$ cat src/rtl/axi_txn_timeout_tracker_pkg.sv
// Shared types and defaults for the AXI transaction timeout tracker.
// Holds the default geometry, the internal-ID / countdown types and the
// per-burst slot record. The register file reuses these for its flag and ID
// fields.
package axi_txn_timeout_tracker_pkg;

  localparam int unsigned MaxUniqIdsDef   = 32;
  localparam int unsigned MaxTxnsPerIdDef = 4;
  localparam int unsigned CntWidthDef     = 10;
  localparam int unsigned PrescalerDivDef = 64;

  // $clog2 that never returns 0, so a 1-entry range still gets a 1-bit index.
  function automatic int unsigned clog2_min1(input int unsigned n);
    return (n <= 1) ? 1 : $clog2(n);
  endfunction

  localparam int unsigned IntIdWidthDef = clog2_min1(MaxUniqIdsDef);

  typedef logic [IntIdWidthDef-1:0] intid_t;
  typedef logic [CntWidthDef-1:0]   cnt_t;

  typedef struct packed {
    logic valid;
    logic expired;
    cnt_t cnt;
  } slot_t;

endpackage

$ cat src/rtl/axi_txn_timeout_tracker_if.sv
// Snooped request/response handshake bundle seen by the timeout tracker.
//   req_valid/req_ready/req_id          : AW or AR handshake (internal ID)
//   rsp_valid/rsp_ready/rsp_last/rsp_id : B or R handshake (internal ID)
// master: whoever drives the bus; slave: the passive tracker (all inputs).
interface axi_txn_timeout_tracker_if #(
  parameter int unsigned IdWidth = 5
) ();
  logic               req_valid;
  logic               req_ready;
  logic [IdWidth-1:0] req_id;
  logic               rsp_valid;
  logic               rsp_ready;
  logic               rsp_last;
  logic [IdWidth-1:0] rsp_id;

  modport master (
    output req_valid, req_ready, req_id,
    output rsp_valid, rsp_ready, rsp_last, rsp_id
  );

  modport slave (
    input req_valid, req_ready, req_id,
    input rsp_valid, rsp_ready, rsp_last, rsp_id
  );
endinterface

$ cat src/rtl/axi_txn_timeout_tracker_txn_slot_queue.sv
// In-order queue of outstanding bursts for a single internal ID.
// Ports:
//   clk_i, rst_ni  clock, async active-low reset
//   push_i         request accepted for this ID
//   pop_i          last-beat response accepted for this ID
//   tick_i         prescaled tick; countdowns advance only here
//   budget_i       countdown loaded into a pushed slot
//   full_o/empty_o occupancy status (combinational from registered state)
//   fire_o         some slot hit zero on this tick (pulse)
//   overflow_o     push dropped because the queue was full (pulse)
//   unexp_o        pop while empty (pulse)
module txn_slot_queue
  import axi_txn_timeout_tracker_pkg::*;
#(
  parameter int unsigned Depth    = 4,
  parameter int unsigned CntWidth = 10
) (
  input  logic                clk_i,
  input  logic                rst_ni,
  input  logic                push_i,
  input  logic                pop_i,
  input  logic                tick_i,
  input  logic [CntWidth-1:0] budget_i,
  output logic                full_o,
  output logic                empty_o,
  output logic                fire_o,
  output logic                overflow_o,
  output logic                unexp_o
);
  localparam int unsigned PtrWidth = clog2_min1(Depth);
  localparam int unsigned OccWidth = $clog2(Depth + 1);
  localparam logic [PtrWidth-1:0] LastPtr = PtrWidth'(Depth - 1);

  typedef struct packed {
    logic                valid;
    logic                expired;
    logic [CntWidth-1:0] cnt;
  } slot_rec_t;

  slot_rec_t           slots_reg [Depth];
  logic [PtrWidth-1:0] head_reg, tail_reg;
  logic [OccWidth-1:0] occ_reg, occ_next;
  logic [Depth-1:0]    slot_fire;
  logic                do_push, do_pop;

  function automatic logic [PtrWidth-1:0] next_ptr(input logic [PtrWidth-1:0] p);
    return (p == LastPtr) ? '0 : p + 1'b1;
  endfunction

  assign full_o  = (occ_reg == OccWidth'(Depth));
  assign empty_o = (occ_reg == '0);

  // A pop on a full queue frees the head in the same cycle, so a
  // simultaneous push is accepted even when full.
  assign do_pop     = pop_i && !empty_o;
  assign do_push    = push_i && (!full_o || pop_i);
  assign overflow_o = push_i && full_o && !pop_i;
  assign unexp_o    = pop_i && empty_o;

  for (genvar gi = 0; gi < Depth; gi++) begin : g_fire
    assign slot_fire[gi] = slots_reg[gi].valid && !slots_reg[gi].expired &&
                           (slots_reg[gi].cnt == '0);
  end
  assign fire_o = tick_i && (|slot_fire);

  always_comb begin
    occ_next = occ_reg;
    case ({do_push, do_pop})
      2'b10:   occ_next = occ_reg + 1'b1;
      2'b01:   occ_next = occ_reg - 1'b1;
      default: occ_next = occ_reg;
    endcase
  end

  // Statement order matters: countdown first, then pop, then push, so a
  // freshly pushed slot (possibly reusing the popped head) is never ticked.
  always_ff @(posedge clk_i or negedge rst_ni) begin
    if (!rst_ni) begin
      for (int i = 0; i < Depth; i++) slots_reg[i] <= '0;
      head_reg <= '0;
      tail_reg <= '0;
      occ_reg  <= '0;
    end else begin
      if (tick_i) begin
        for (int i = 0; i < Depth; i++) begin
          if (slots_reg[i].valid && !slots_reg[i].expired) begin
            if (slots_reg[i].cnt == '0) slots_reg[i].expired <= 1'b1;
            else                        slots_reg[i].cnt     <= slots_reg[i].cnt - 1'b1;
          end
        end
      end
      if (do_pop) begin
        slots_reg[head_reg] <= '0;
        head_reg            <= next_ptr(head_reg);
      end
      if (do_push) begin
        slots_reg[tail_reg] <= '{valid: 1'b1, expired: 1'b0, cnt: budget_i};
        tail_reg            <= next_ptr(tail_reg);
      end
      occ_reg <= occ_next;
    end
  end
endmodule

$ cat src/rtl/axi_txn_timeout_tracker.sv
// Passive per-ID latency watchdog for one AXI direction (AW/B or AR/R).
// Ports:
//   clk_i, rst_ni  clock, async active-low reset
//   enable_i       prescaler/countdowns run when 1; tracking always runs
//   clear_i        clears the sticky flags (not the queues)
//   budget_i       countdown loaded when a request is accepted
//   bus            snooped request/response handshakes (slave modport)
//   id_full_o      per-ID queue full
//   busy_o         any burst outstanding
//   timeout_o      sticky: a burst exceeded its budget
//   timeout_id_o   ID of the first latched timeout (lowest ID on that tick)
//   overflow_o     sticky: request dropped because its ID was full
//   unexp_rsp_o    sticky: last-beat response with nothing outstanding
module axi_txn_timeout_tracker
  import axi_txn_timeout_tracker_pkg::*;
#(
  parameter int unsigned MaxUniqIds   = MaxUniqIdsDef,
  parameter int unsigned MaxTxnsPerId = MaxTxnsPerIdDef,
  parameter int unsigned CntWidth     = CntWidthDef,
  parameter int unsigned PrescalerDiv = PrescalerDivDef,
  parameter int unsigned IntIdWidth   = clog2_min1(MaxUniqIds)
) (
  input  logic                    clk_i,
  input  logic                    rst_ni,
  input  logic                    enable_i,
  input  logic                    clear_i,
  input  logic [CntWidth-1:0]     budget_i,
  axi_txn_timeout_tracker_if.slave bus,
  output logic [MaxUniqIds-1:0]   id_full_o,
  output logic                    busy_o,
  output logic                    timeout_o,
  output logic [IntIdWidth-1:0]   timeout_id_o,
  output logic                    overflow_o,
  output logic                    unexp_rsp_o
);
  localparam int unsigned PreWidth = clog2_min1(PrescalerDiv);
  localparam logic [PreWidth-1:0] PreLast = PreWidth'(PrescalerDiv - 1);

  logic [PreWidth-1:0]   pre_reg;
  logic                  tick;
  logic                  req_hs, rsp_hs;
  logic [MaxUniqIds-1:0] empty, fire, ovf_evt, unexp_evt;
  logic                  fire_any;
  logic [IntIdWidth-1:0] fire_id;

  logic                  timeout_reg, timeout_next;
  logic [IntIdWidth-1:0] timeout_id_reg, timeout_id_next;
  logic                  overflow_reg, overflow_next;
  logic                  unexp_reg, unexp_next;

  // Prescaler: tick in the cycle the count sits at PrescalerDiv-1.
  assign tick = enable_i && (pre_reg == PreLast);

  always_ff @(posedge clk_i or negedge rst_ni) begin
    if (!rst_ni)       pre_reg <= '0;
    else if (tick)     pre_reg <= '0;
    else if (enable_i) pre_reg <= pre_reg + 1'b1;
  end

  assign req_hs = bus.req_valid && bus.req_ready;
  assign rsp_hs = bus.rsp_valid && bus.rsp_ready && bus.rsp_last;

  for (genvar gi = 0; gi < MaxUniqIds; gi++) begin : g_id
    txn_slot_queue #(
      .Depth    (MaxTxnsPerId),
      .CntWidth (CntWidth)
    ) u_queue (
      .clk_i      (clk_i),
      .rst_ni     (rst_ni),
      .push_i     (req_hs && (bus.req_id == IntIdWidth'(gi))),
      .pop_i      (rsp_hs && (bus.rsp_id == IntIdWidth'(gi))),
      .tick_i     (tick),
      .budget_i   (budget_i),
      .full_o     (id_full_o[gi]),
      .empty_o    (empty[gi]),
      .fire_o     (fire[gi]),
      .overflow_o (ovf_evt[gi]),
      .unexp_o    (unexp_evt[gi])
    );
  end

  assign busy_o = ~&empty;

  // Lowest firing ID wins: scan downward so the smallest index is written last.
  always_comb begin
    fire_id  = '0;
    fire_any = |fire;
    for (int i = MaxUniqIds - 1; i >= 0; i--) begin
      if (fire[i]) fire_id = IntIdWidth'(i);
    end
  end

  // clear_i zeroes the flags, but an event in the same cycle re-sets them.
  always_comb begin
    timeout_next    = timeout_reg;
    timeout_id_next = timeout_id_reg;
    overflow_next   = overflow_reg;
    unexp_next      = unexp_reg;
    if (clear_i) begin
      timeout_next    = 1'b0;
      timeout_id_next = '0;
      overflow_next   = 1'b0;
      unexp_next      = 1'b0;
    end
    if (fire_any && (!timeout_reg || clear_i)) begin
      timeout_next    = 1'b1;
      timeout_id_next = fire_id;
    end
    if (|ovf_evt)   overflow_next = 1'b1;
    if (|unexp_evt) unexp_next    = 1'b1;
  end

  always_ff @(posedge clk_i or negedge rst_ni) begin
    if (!rst_ni) begin
      timeout_reg    <= 1'b0;
      timeout_id_reg <= '0;
      overflow_reg   <= 1'b0;
      unexp_reg      <= 1'b0;
    end else begin
      timeout_reg    <= timeout_next;
      timeout_id_reg <= timeout_id_next;
      overflow_reg   <= overflow_next;
      unexp_reg      <= unexp_next;
    end
  end

  assign timeout_o    = timeout_reg;
  assign timeout_id_o = timeout_id_reg;
  assign overflow_o   = overflow_reg;
  assign unexp_rsp_o  = unexp_reg;
endmodule

$ cat src/flat_wrapper.sv
// flat-port wrapper written by rule: the top's interface ports become plain ports
module axi_txn_timeout_tracker_flat import axi_txn_timeout_tracker_pkg::*;
#(
  parameter int unsigned MaxUniqIds   = MaxUniqIdsDef,
  parameter int unsigned MaxTxnsPerId = MaxTxnsPerIdDef,
  parameter int unsigned CntWidth     = CntWidthDef,
  parameter int unsigned PrescalerDiv = PrescalerDivDef,
  parameter int unsigned IntIdWidth   = clog2_min1(MaxUniqIds)
)
  (clk_i, rst_ni, enable_i, clear_i, budget_i, id_full_o, busy_o, timeout_o, timeout_id_o, overflow_o, unexp_rsp_o, bus_req_valid, bus_req_ready, bus_req_id, bus_rsp_valid, bus_rsp_ready, bus_rsp_last, bus_rsp_id);
  axi_txn_timeout_tracker_if #(.IdWidth(IntIdWidth)) bus_i ();
  input  logic clk_i;
  input  logic rst_ni;
  input  logic enable_i;
  input  logic clear_i;
  input  logic [CntWidth-1:0] budget_i;
  output logic [MaxUniqIds-1:0] id_full_o;
  output logic busy_o;
  output logic timeout_o;
  output logic [IntIdWidth-1:0] timeout_id_o;
  output logic overflow_o;
  output logic unexp_rsp_o;
  input wire logic [$bits(bus_i.req_valid)-1:0] bus_req_valid;
  input wire logic [$bits(bus_i.req_ready)-1:0] bus_req_ready;
  input wire logic [$bits(bus_i.req_id)-1:0] bus_req_id;
  input wire logic [$bits(bus_i.rsp_valid)-1:0] bus_rsp_valid;
  input wire logic [$bits(bus_i.rsp_ready)-1:0] bus_rsp_ready;
  input wire logic [$bits(bus_i.rsp_last)-1:0] bus_rsp_last;
  input wire logic [$bits(bus_i.rsp_id)-1:0] bus_rsp_id;
  assign bus_i.req_valid = bus_req_valid;
  assign bus_i.req_ready = bus_req_ready;
  assign bus_i.req_id = bus_req_id;
  assign bus_i.rsp_valid = bus_rsp_valid;
  assign bus_i.rsp_ready = bus_rsp_ready;
  assign bus_i.rsp_last = bus_rsp_last;
  assign bus_i.rsp_id = bus_rsp_id;
  axi_txn_timeout_tracker #(.MaxUniqIds(MaxUniqIds), .MaxTxnsPerId(MaxTxnsPerId), .CntWidth(CntWidth), .PrescalerDiv(PrescalerDiv), .IntIdWidth(IntIdWidth)) u_core (.clk_i(clk_i), .rst_ni(rst_ni), .enable_i(enable_i), .clear_i(clear_i), .budget_i(budget_i), .bus(bus_i), .id_full_o(id_full_o), .busy_o(busy_o), .timeout_o(timeout_o), .timeout_id_o(timeout_id_o), .overflow_o(overflow_o), .unexp_rsp_o(unexp_rsp_o));
endmodule
$ cat config.mk
export PLATFORM = sky130hd
export DESIGN_NAME = axi_txn_timeout_tracker_flat
export DESIGN_NICKNAME = d
export VERILOG_FILES = /design/src/rtl/axi_txn_timeout_tracker_pkg.sv /design/src/rtl/axi_txn_timeout_tracker_if.sv /design/src/rtl/axi_txn_timeout_tracker_txn_slot_queue.sv /design/src/rtl/axi_txn_timeout_tracker.sv /design/src/flat_wrapper.sv
export SDC_FILE = /design/constraint.sdc
export NUM_CORES = 2
export LEC_CHECK = 0
export CORE_MARGIN = 4
export CORE_UTILIZATION = 35
export DETAILED_ROUTE_END_ITERATION = 10
export GPL_TIMING_DRIVEN = 1
export SLEW_MARGIN = 15
export SYNTH_ARGS = -nofsm -noshare
export SYNTH_HDL_FRONTEND = slang
export SYNTH_SLANG_ARGS = --single-unit
export TNS_END_PERCENT = 5
$ cat constraint.sdc
create_clock -name clk_i -period 4.2 [get_ports clk_i]
set_input_delay 0.42 -clock clk_i [delete_from_list [all_inputs] [get_ports clk_i]]
set_output_delay 0.42 -clock clk_i [all_outputs]
set_load 0.01 [all_outputs]
==> key figures <==
Run status
  – Status: finished clean

Floorplan
  – Core Area: 288600 um^2
  – Row Count: just under 200
  – Die area: approximately 300000 um^2
  – Die height: about 550 um
  – IO Pins: 70
  – Starting Density: 0.3521
  – Die Width: between 500 and 600 um

Synth
  – Main synth FF type: dfrtp_1
  – Ranking of synthesized cells by area: dfrtp_1 (44%), nand2_1 (7.6%), o21ai_0 (6.6%)
  – Sequential cell area fraction in the yosys report: 0.4368
  – EDFF count, synth: 0
  – Syn_area_per_cell: about 8.6 um^2
  – Async set-reset flop share out of synthesis: 1.000
  – Synth Area in Adders: 0.05764
  – Yosys reg bits: about 1800
  – Total of warnings raised by yosys: 0
  – Simple-gate share of the synthesized area: 0.2527
  – Synth Area in XOR/XNOR: 0.08627
  – Main combinational cell family by area after synthesis: simple AND/OR/NAND/NOR gates
  – Cells after synthesis: between 10000 and 15000
  – Compound-gate portion of the synthesized area: 0.1120
  – Cell taking the most area after synthesis: dfrtp_1
  – Post-synthesis mux area share: 0.01150
  – Mapped Area: between 100000 and 150000 um^2
  – Syn_nets: about 12000
  – Synth cell types: 95
  – Post-synth top area share: 0.4368

Cells and area
  – Ratio of cells with drive above 1 in the final layout: 0.06660
  – Max reg flops: between 1500 and 2000
  – Fin cells: about 16000
  – Nets@finish: 12370
  – Area Growth Syn to Fin: 13.16%

Global routing
  – Global route total overflow: 0
  – Largest net degree at the start of global routing: 111
  – Global-route wire length before repair: 453.7 mm
  – Vias in the first global route: approximately 79000
  – GRT Util Overall: 0.1873
  – Initial antenna violation count: 10

STA
  – Tmin final: slightly above 4 ns
  – RSZ-0062 raised after global routing: no
  – Final hold vios: 0
  – Final worst setup slack: 0.1095 ns
  – Clock skew: about 0.06 ns
  – Setup TNS: 0 ns
  – Max Slew Vio Count: 0
  – Fmax: 244.5 MHz
  – Slew @ Worst Pin: 1.146 ns
  – Fin crit share: 0.9739
  – Finish-stage setup viols: 0
  – Slew HR: 0.2292

Detailed routing
  – Final wirelength: 286.8 mm
  – WL/cell: ~18 um
  – DR iter-0 viols: 6738
  – Vias per inst: about 5
  – Pre-antenna DRT Iters: 8
  – DR vias: 82010
  – DRC viols: 0
  – Antenna-violating nets left: 0

Placed design
  – IO buf count: 69
  – DP Worst Slack: -0.1533 ns
  – Gpl congestion: 0.9306
  – DP HPWL: roughly 190 mm
  – Placed cell count: around 16000

Setup path
  – WS Path Type: flip-flop to flip-flop
  – Crit path largest cell delay: around 0.77 ns
  – Arrival @ worst endpoint: ~4.9 ns
  – CP Cell Sequence: nand2_2 -> nor2_4 -> buf_12 -> and4_1 -> nor4_1 -> buf_4 -> nand2_1 -> or2_1 -> a211o_1 -> a21oi_1 -> buf_4 -> o2111ai_1 -> nand2_1
  – Critical path data required time: 4.99 ns
  – Reg2reg path depth: 13
  – CP max stage cell: nor4_1
  – CP bufs+invs: 3
  – Max FO, Critical Path: 20
  – WP depth: 13
  – Delay-heaviest family, CP: simple AND/OR/NAND/NOR gates
  – CP startpoint kind: flip-flop
  – Crit path capture type: flip-flop

Pwr
  – Final Power: 44.46 mW
  – P_leak: ~50 nW
  – Peak VDD IR: 0.3335 mV
  – PD cells: roughly 390 nW/um^2

Worst hold path
  – Hold Crit Depth: 3
  – Worst min path class: input pin to flip-flop

CTS
  – TritonCTS Buffers: 200
  – Post-CTS repair timing setup buffer count: 0
  – Clock latency on the worst-skew pair: between 0.8 and 0.9 ns
  – CTS Buffer Depth: 4
  – H-tree depth: 4
  – Num Clock Sinks: between 1500 and 2000
  – Reg clk slew, reported paths: 0.06 ns
  – CTS tree: built
  – Root buffer cell: clkbuf_16

Job
  – Max-Cap Viols: 0
-- cell usage after synthesis (51+ instances only) --
library cell / n
or4_1: 90
ha_1: 417
clkbuf_1: 448
and2_1: 166
o21ai_1: 133
a21oi_1: 227
o21ai_0: 1345
dfrtp_1: 1774
nor3_1: 531
and3_1: 95
nand4_1: 51
nand2b_1: 231
xnor2_1: 647
mux2i_1: 101
xor2_1: 354
nor2_1: 827
nor2b_1: 150
or3_1: 198
nand3_1: 180
nor4b_1: 67
nor4_1: 305
nand4b_1: 54
nor3b_1: 80
a21o_1: 141
inv_1: 599
nand2_1: 2052
-- stage by stage --
stage,area (um^2),hold WS [ns],util
3_5_place_dp,108300,0.4073,0.3752
5_1_grt,115000,0.02846,0.3984
6_report,115000,0.02545,0.3984
2_1_floorplan,101600,0.1244,-
4_1_cts,115000,0.007857,0.3983
3_3_place_gp,108300,0.4061,0.3752
-- routing by layer --
metal	track usage	part of all wire	up-vias
li1	-	-	40150
met1	0.2583	0.46	39760
met2	0.3113	0.47	1713
met3	0.02283	0.047	389
met4	0.04873	0.028	0
met5	0	0	-
-- logic make-up after synthesis --
logic type | Yosys count
xor+xnor | 1001
flops | 1774
compound gates | 2070
simple gates | 5250
fa+ha+maj | 449
buf+inv | 1113
mux | 115
-- what timing repair did --
| action | CTS | global route |
|---|---|---|
| endpoints found under the hold margin | 273 | 0 |
| gates resized for setup | 0 | 2 |
| hold buffers | 4 | 0 |
| endpoints found under the setup margin | 0 | 2 |
-- worst paths after layout --
kind / startpoint / end / slack (ns)
setup / recovery: u_core.pre_reg[4] / u_core.timeout_id_o[1] / 0.11
hold reg to reg: u_core.g_id[28].u_queue.slots_reg[23] / u_core.g_id[28].u_queue.slots_reg[23] / 0.47
hold / removal: budget_i[7] / u_core.g_id[2].u_queue.slots_reg[19] / 0.03
setup reg to reg: u_core.pre_reg[4] / u_core.timeout_id_o[1] / 0.11
min in group asynchronous: rst_ni / u_core.g_id[24].u_queue.slots_reg[39] / 0.18
max in group asynchronous: rst_ni / u_core.g_id[15].u_queue.slots_reg[12] / 2.76
-- layout make-up --
class | instances | area (um^2)
Antenna cell | 5 | 12.51
Clock buffer | 292 | 5894
Clock inverter | 58 | 748.2
Fill cell | 28710 | 173600
Inverter | 600 | 2252
Multi-Input combinational cell | 8885 | 52970
Sequential cell | 1774 | 44390
Tap cell | 3880 | 4855
Timing Repair Buffer | 433 | 3876
-- worst reg2reg max path: cells and delay by family (launching register included) --
kind	cells	cell delay, ns
buffers and inverters	3	0.63
AO/OA/AOI/OAI	3	0.81
flip-flops	1	0.65
AND/OR/NAND/NOR	7	1.95
-- report_power, final --
group          internal, mW  switching (mW)  leakage (nW)  total [mW]
registers              18.6            1.41          23.5        20.0
clock network          10.7            7.35          3.28        18.0
logic                  2.51            3.97          23.2        6.48
-- placed cells by master, fill, tap and decap left out, types with 231 or more instances in the layout --
cell type / instances
nand2_1: 2051
buf_4: 330
dfrtp_1: 1774
nor2_1: 826
ha_1: 417
inv_1: 599
nor4_1: 296
o21ai_0: 1345
nor3_1: 531
xnor2_1: 647
xor2_1: 354
nand2b_1: 231
No activity file was read; power rests on OpenSTA's default activity.
